**config.mk**
```make
export PLATFORM = sky130hd
export DESIGN_NAME = lfsr_req_arb
export DESIGN_NICKNAME = d
export VERILOG_FILES = /design/src/rtl/lfsr_req_arb.sv
export SDC_FILE = /design/constraint.sdc
export NUM_CORES = 1
export LEC_CHECK = 0
export ABC_AREA = 1
export CAP_MARGIN = 25
export CORE_UTILIZATION = 40
export DETAILED_ROUTE_END_ITERATION = 16
export PLACE_DENSITY = 0.79
export SYNTH_ARGS = -nofsm -noshare
export SYNTH_HDL_FRONTEND = slang
export SYNTH_SLANG_ARGS = --single-unit
```
**constraint.sdc**
```tcl
create_clock -name clk -period 1.6 [get_ports clk]
set_input_delay 0.16 -clock clk [delete_from_list [all_inputs] [get_ports clk]]
set_output_delay 0.16 -clock clk [all_outputs]
set_load 0.005 [all_outputs]
```
**src/rtl/lfsr_req_arb.sv**
```systemverilog
// Round-robin arbiter for four requesters that hands out bursts of LFSR words.
// The LFSR advances only on cycles where a word is delivered to the granted requester.
module lfsr_req_arb #(
    parameter int unsigned       width    = 12,
    parameter logic [width-1:0]  tap      = 12'b0000_1001_1001,
    parameter int unsigned       maxburst = 4
) (
    input  logic             clk,
    input  logic             reset,
    input  logic [3:0]       req,
    input  logic             seed_load,
    input  logic [width-1:0] seed,
    output logic             seed_ack,
    output logic [3:0]       grant,
    output logic             vld,
    output logic [width-1:0] rnd
);

    // Bit 0 always feeds back, whatever the tap mask says about it.
    localparam logic [width-1:0] TapMask = tap | width'(1);

    typedef enum logic {StIdle, StServe} state_e;

    state_e           state_q;
    logic [width-1:0] s_q;
    logic [1:0]       ptr_q;
    logic [1:0]       w_q;
    logic [3:0]       cnt_q;
    logic [3:0]       grant_q;

    logic             fb;
    logic [width-1:0] s_step;
    logic [1:0]       win;
    logic [1:0]       idx;
    logic             found;

    always_comb begin
        fb     = ^(s_q & TapMask);
        s_step = {~fb, s_q[width-1:1]};
    end

    // First asserted request at or after the round-robin pointer.
    always_comb begin
        win   = ptr_q;
        idx   = ptr_q;
        found = 1'b0;
        for (int k = 0; k < 4; k++) begin
            idx = ptr_q + 2'(k);
            if (!found && req[idx]) begin
                win   = idx;
                found = 1'b1;
            end
        end
    end

    always_ff @(posedge clk or negedge reset) begin
        if (!reset) begin
            state_q <= StIdle;
            s_q     <= '0;
            ptr_q   <= '0;
            w_q     <= '0;
            cnt_q   <= '0;
            grant_q <= '0;
        end else begin
            case (state_q)
                StIdle: begin
                    if (!seed_load) begin
                        // An all-ones seed would lock the inverted-feedback LFSR.
                        s_q <= (&seed) ? '0 : seed;
                    end else if (|req) begin
                        w_q     <= win;
                        cnt_q   <= '0;
                        ptr_q   <= win + 2'd1;
                        grant_q <= 4'b0001 << win;
                        state_q <= StServe;
                    end
                end
                StServe: begin
                    if (!req[w_q]) begin
                        grant_q <= '0;
                        state_q <= StIdle;
                    end else begin
                        s_q   <= s_step;
                        cnt_q <= cnt_q + 4'd1;
                        if (cnt_q == 4'(maxburst - 1)) begin
                            grant_q <= '0;
                            state_q <= StIdle;
                        end
                    end
                end
                default: begin
                    grant_q <= '0;
                    state_q <= StIdle;
                end
            endcase
        end
    end

    assign grant    = grant_q;
    assign vld      = (state_q == StServe) & req[w_q];
    assign seed_ack = reset & (state_q == StIdle) & ~seed_load;
    assign rnd      = s_q;

endmodule

```
After elaboration in Yosys (flattened, before gate mapping)
Cells that the tools add are included.

storage, ports and cells
  memories kept = 0
  latch bits = 0
  memory bits (read-only) = 0
  logic and storage cells = 76
  RAM bits = 0
  output and inout bits = 18
  register bits after elaboration = 25

operators by class
  $add $sub $neg = 5
  multipliers = 0
  reductions and logical operators = 13
  equal/unequal tests = 6
  divide/modulo/power cells = 0
  order comparisons = 5
  muxes and demuxes = 34
  bitwise gates (word level) = 6
  shifts and indexed selects = 1

operator list
  cell                                                    number
  2-to-1 mux 12 bit                                       3
  2-to-1 mux 4 bit                                        7
  one-hot mux 12 bit (2 select lines)                     1
  one-hot mux 4 bit (2 select lines)                      2
  < comparator 2 x 3 -> 1 bit (second input constant)     5
  2-to-1 mux 1 bit                                        12
  AND reduction 12 bit                                    1
  parity 12 bit                                           1
  binary-select mux 1 bit (select 2 bit)                  5
  AND reduction 3 bit                                     3
  2-to-1 mux 2 bit                                        3
  inequality test 2 bit (second input constant)           3
  adder 2 x 1 -> 2 bit (second input constant)            2
  adder 2 bit (second input constant)                     2
  adder 4 x 1 -> 4 bit (second input constant)            1
  equality test 4 x 2 -> 1 bit (second input constant)    1
  OR reduction 4 bit                                      1
  << shifter 1 x 2 -> 4 bit (first input constant)        1
  AND 1 bit                                               3
  logical AND 1 bit                                       3
  zero test 1 bit                                         3
  inequality test 3 x 2 -> 1 bit (second input constant)  1
  inverter 1 bit                                          3
  inequality test 2 x 1 -> 1 bit (second input constant)  1
  2 further kinds                                         2

Logic depth before layout (Yosys ltp)
  depth after elaboration = 16
  gate-level depth with buffers = 15
  depth with buffers taken out = 14

Worst setup path after synthesis
Ideal clock, no wire load.

  path type = register to register
  start = register ptr_q[1]
  end = register w_q[0]
  stages on the path, launching flop included = 13
  data required time = 1.476 ns
  buffers on the path = 1
  library setup time = 0.124 ns
  data arrival time = 1.427 ns
  clock period less this slack = 1.551 ns
  setup slack = 0.049 ns
  cell sequence = dfrtp_1 -> buf_4 -> inv_4 -> nand2_1 -> nand2_1 -> nand2_1 -> nand2_1 -> nand2_2 -> nor2_4 -> nand2_1 -> nand2_2 -> nor2_2 -> o21bai_1

on the way
  word-level cells in the longest chain between the ends = 12

ends and longest elaborated chain
  what                                                           line  text
  start, declared                                                26    logic [1:0] ptr_q;
  start signal, assigned                                         73    ptr_q <= win + 2'd1;
  branches (longest 11 deep; another with adder 2 x 1 -> 2 bit)  -
  2-to-1 mux 2 bit *                                             49    if (!found && req[idx]) begin
  end signal, assigned                                           71    w_q <= win;
  end, declared                                                  27    logic [1:0] w_q;

Every way passes the cells marked *. The select of a mux whose other input is x is not followed.
A chain may end at the register's enable or synchronous reset.

Final worst setup path
  start = register ptr_q[0]
  end = register grant_q[0] (netlist: grant[0])

on the way
  word-level cells in the longest chain between the ends = 16

ends and longest elaborated chain
  what                                                           line  text
  branches (longest 11 deep; another with adder 2 x 1 -> 2 bit)  -
  2-to-1 mux 2 bit *                                             49
  << shifter 1 x 2 -> 4 bit *                                    74    grant_q <= 4'b0001 << win;
  2-to-1 mux 4 bit *                                             70    end else if (|req) begin
  2-to-1 mux 4 bit *                                             67    if (!seed_load) begin
  one-hot mux 4 bit (2 select lines) *                           65    case (state_q)
  end signal, assigned                                           74
  end, declared                                                  29    logic [3:0] grant_q;

Marked as above.

==> impl_metrics.csv <==
group,metric,value,unit
min_path,hold_class,"in -> async",
routing,firstDrtPassIters,4,
timing,hold_viol,0,
synth,synth_mux_area_frac,0,
synth,ys_seq_area_frac,0.3946,
synth,syn_inst,229,
grt,grt_max_degree,26,
clocking,numCtsBuffers,3,
grt,grt_pass1_wl,6872,µm
routing,wirelength,4251,µm
clocking,cts_root_buffer,"clkbuf_8",
timing,worstMarginPinSlew,0.3085,ns
setup_path,cp-end-kind,"flip-flop",
placed_design,port_buffers,36,
setup_path,critPathMaxFanout,9,
power,total_power,4.906,mW
clocking,ctsHtreeMaxLevel,1,
floorplanning,die_h,64.96,µm
placed_design,hpwlAfterDp,3060,µm
floorplanning,die_w,64.96,µm
synth,synth-compound-area-share,0.1208,
timing,period_share,1.040,
grt,grt.total_usage,0.2070,
setup_path,start_kind,"flip-flop",
floorplanning,rows,22,
setup_path,required,1.81,ns
routing,ant_nets,0,
finish,antennaDiodeCount,0,
synth,yosysWarnings,0,
finish,syn2layout_area_growth,48.30,%
synth,synth-simple-area-share,0.3867,
synth,synthTopCellsByArea,"dfrtp_1 39%, nand2_1 20%, nand3_1 8.2%",
timing,fmax,601.1,MHz
outcome,status,"finished, violations left",
timing,final.setup_skew,0.001249,ns
timing,hold-worst-slack,0.3384,ns
synth,synth.distinct_cells,30,
routing,vias,1716,
timing,drv_slew,0,
grt,grt-ovfl-total,0,
finish,stdcell_area,0.002351,mm²
power,peakVddDrop,1153,µV
synth,synth_top_area_cell,"dfrtp_1",
clocking,cts_hold_buf,0,
power,power.leakage,1.146,nW
timing,slew_headroom,0.7944,
grt,first_global_vias,1621,
placed_design,place_area,0.002126,mm²
synth,synthesis.area,0.001585,mm²
timing,rsz0062_at_grt,"true",
setup_path,path_class,"reg -> reg",
clocking,clock_path_buffers,2,
synth,synth_xor_area_frac,0.01657,
clocking,insertion_delay,0.26,ns
synth,yosys.area_share.adder,0.007893,
clocking,clkTransAtPathRegs,0.08,ns
synth,syn_avg_cell_area,6.923,µm²
routing,drt-vias-per-instance,5.077,
floorplanning,coreArea,0.003744,mm²
power,power_density,2087,mW/mm²
clocking,cts_tree,"done",
floorplanning,dieArea,0.004219,mm²
placed_design,gp_congestion,0.8380,
timing,setup_viol,5,
routing,avgRoutedWirePerCell,12.58,µm
finish,nNetsFinal,311,
finish,drive_above_1_share,0.2552,
clocking,clock_sinks,25,
floorplanning,initial_core_util,0.4235,
run,maxCapViolations,0,
setup_path,arrival,1.87,ns
timing,timing.final.ws_setup,-0.06372,ns
placed_design,dp_worst_setup_slack,-0.2265,ns
timing,min_period,1.664,ns
floorplanning,io_pins,37,
grt,antenna_found_initial,0,
outcome,violations,"setup timing",
finish,postLayoutCoreUtil,0.6280,
synth,syn_nets,249,
synth,netlist.area_leader.share,0.3946,
routing,remaining_drc_errors,0,
synth,synth_top_family_by_area,"simple AND/OR/NAND/NOR gates",
synth,ys_ff_latch,25,
routing,drt_iter0_markers,120,
setup_path,ff2ff_setup_slack,-0.06,ns
logic make-up after synthesis:
logic type / after synthesis
XOR/XNOR: 3
adder cells (fa/ha/maj): 1
AND/OR/NAND/NOR: 141
flip-flops: 25
AO/OA/AOI/OAI: 33
buffers and inverters: 26
where the power goes:
group / internal [mW] / switching, mW
clock: 0.174 / 0.181
combinational: 1.57 / 1.79
sequential: 0.933 / 0.264
critical path: stages (launching register included):
cell     delay [ns]
dfrtp_2        0.45
inv_4          0.11
nand2_1        0.08
nand2_2        0.10
nand2_1        0.08
nand2_2        0.10
nand2_4        0.08
nor2_4         0.12
nand2_1        0.07
nand3_2        0.08
nand2_2        0.08
nor2_4         0.13
nand2_1        0.07
nand2_1        0.06
path summary, 6_finish.rpt:
check	cells after the start	startpoint	end
max in group asynchronous	2	reset	ptr_q[1]
min	2	reset	grant[3]
max reg2reg	13	ptr_q[0]	grant[0]
min in group clk	2	grant[2]	grant[2]
min reg2reg	2	grant[2]	grant[2]
max	13	ptr_q[0]	grant[0]
synth_stat cells:
cell type	count
nand4_1	5
or3_1	1
inv_2	1
nand3_2	1
clkbuf_1	5
nand3_1	26
o31ai_1	1
o21bai_1	1
xor2_1	1
o21ai_1	3
a22o_1	1
xnor2_1	2
buf_2	1
inv_4	1
nor2_1	13
buf_6	1
dfrtp_1	25
clkinv_1	2
nand2_2	6
inv_1	13
a31oi_1	10
nor2_4	1
o21ai_0	7
a21oi_1	8
o21ai_2	1
ha_1	1
nand2_1	85
nor2_2	3
o22ai_1	1
buf_4	2
metrics by stage:
step,cells,TNS [ns]
final,338,-0.2006
after detailed placement,325,-3.362
after global routing,338,-1.182
after CTS,335,-0.004779
after floorplan,229,0
after global placement,325,-2.441
cell type report:
cell class | count | area (µm²)
clock inverter | 1 | 5.005
inverter | 17 | 68.82
sequential | 25 | 628.1
timing repair buffer | 66 | 603.1
tap | 48 | 60.06
multi-input combinational | 178 | 944.7
fill | 338 | 1393
clock buffer | 3 | 41.29
flip-flops by register name, indices dropped and copies added, names as in the netlist:
| signal | count |
|---|---|
| cnt_q | 4 |
| grant | 4 |
| ptr_q | 2 |
| rnd | 12 |
| state_q | 1 |
| w_q | 2 |
layout by cell type (no fill, tap or decap), drive strengths merged, types with 4 or more instances in the layout:
| master | n |
|---|---|
| dfrtp | 25 |
| o21ai | 11 |
| a31oi | 10 |
| nand4 | 5 |
| nor2 | 17 |
| nand3 | 27 |
| nand2 | 91 |
| buf | 30 |
| a21oi | 8 |
| clkbuf | 4 |
| inv | 16 |
| clkdlybuf4s50 | 34 |
routing by layer:
metal,track usage,vias to the layer above,share of wire
li1,-,874,-
met1,0.2655,796,0.44
met2,0.3555,35,0.51
met3,0.03873,11,0.036
met4,0.05000,0,0.017
met5,0,-,0
timing repair:
action                                  4_1_cts  5_1_grt
gates resized for setup                      25       15
endpoints found under the setup margin       10       20
pin swaps                                    14        3
setup buffers                                 6        3
(Power assumes the default switching activity.)
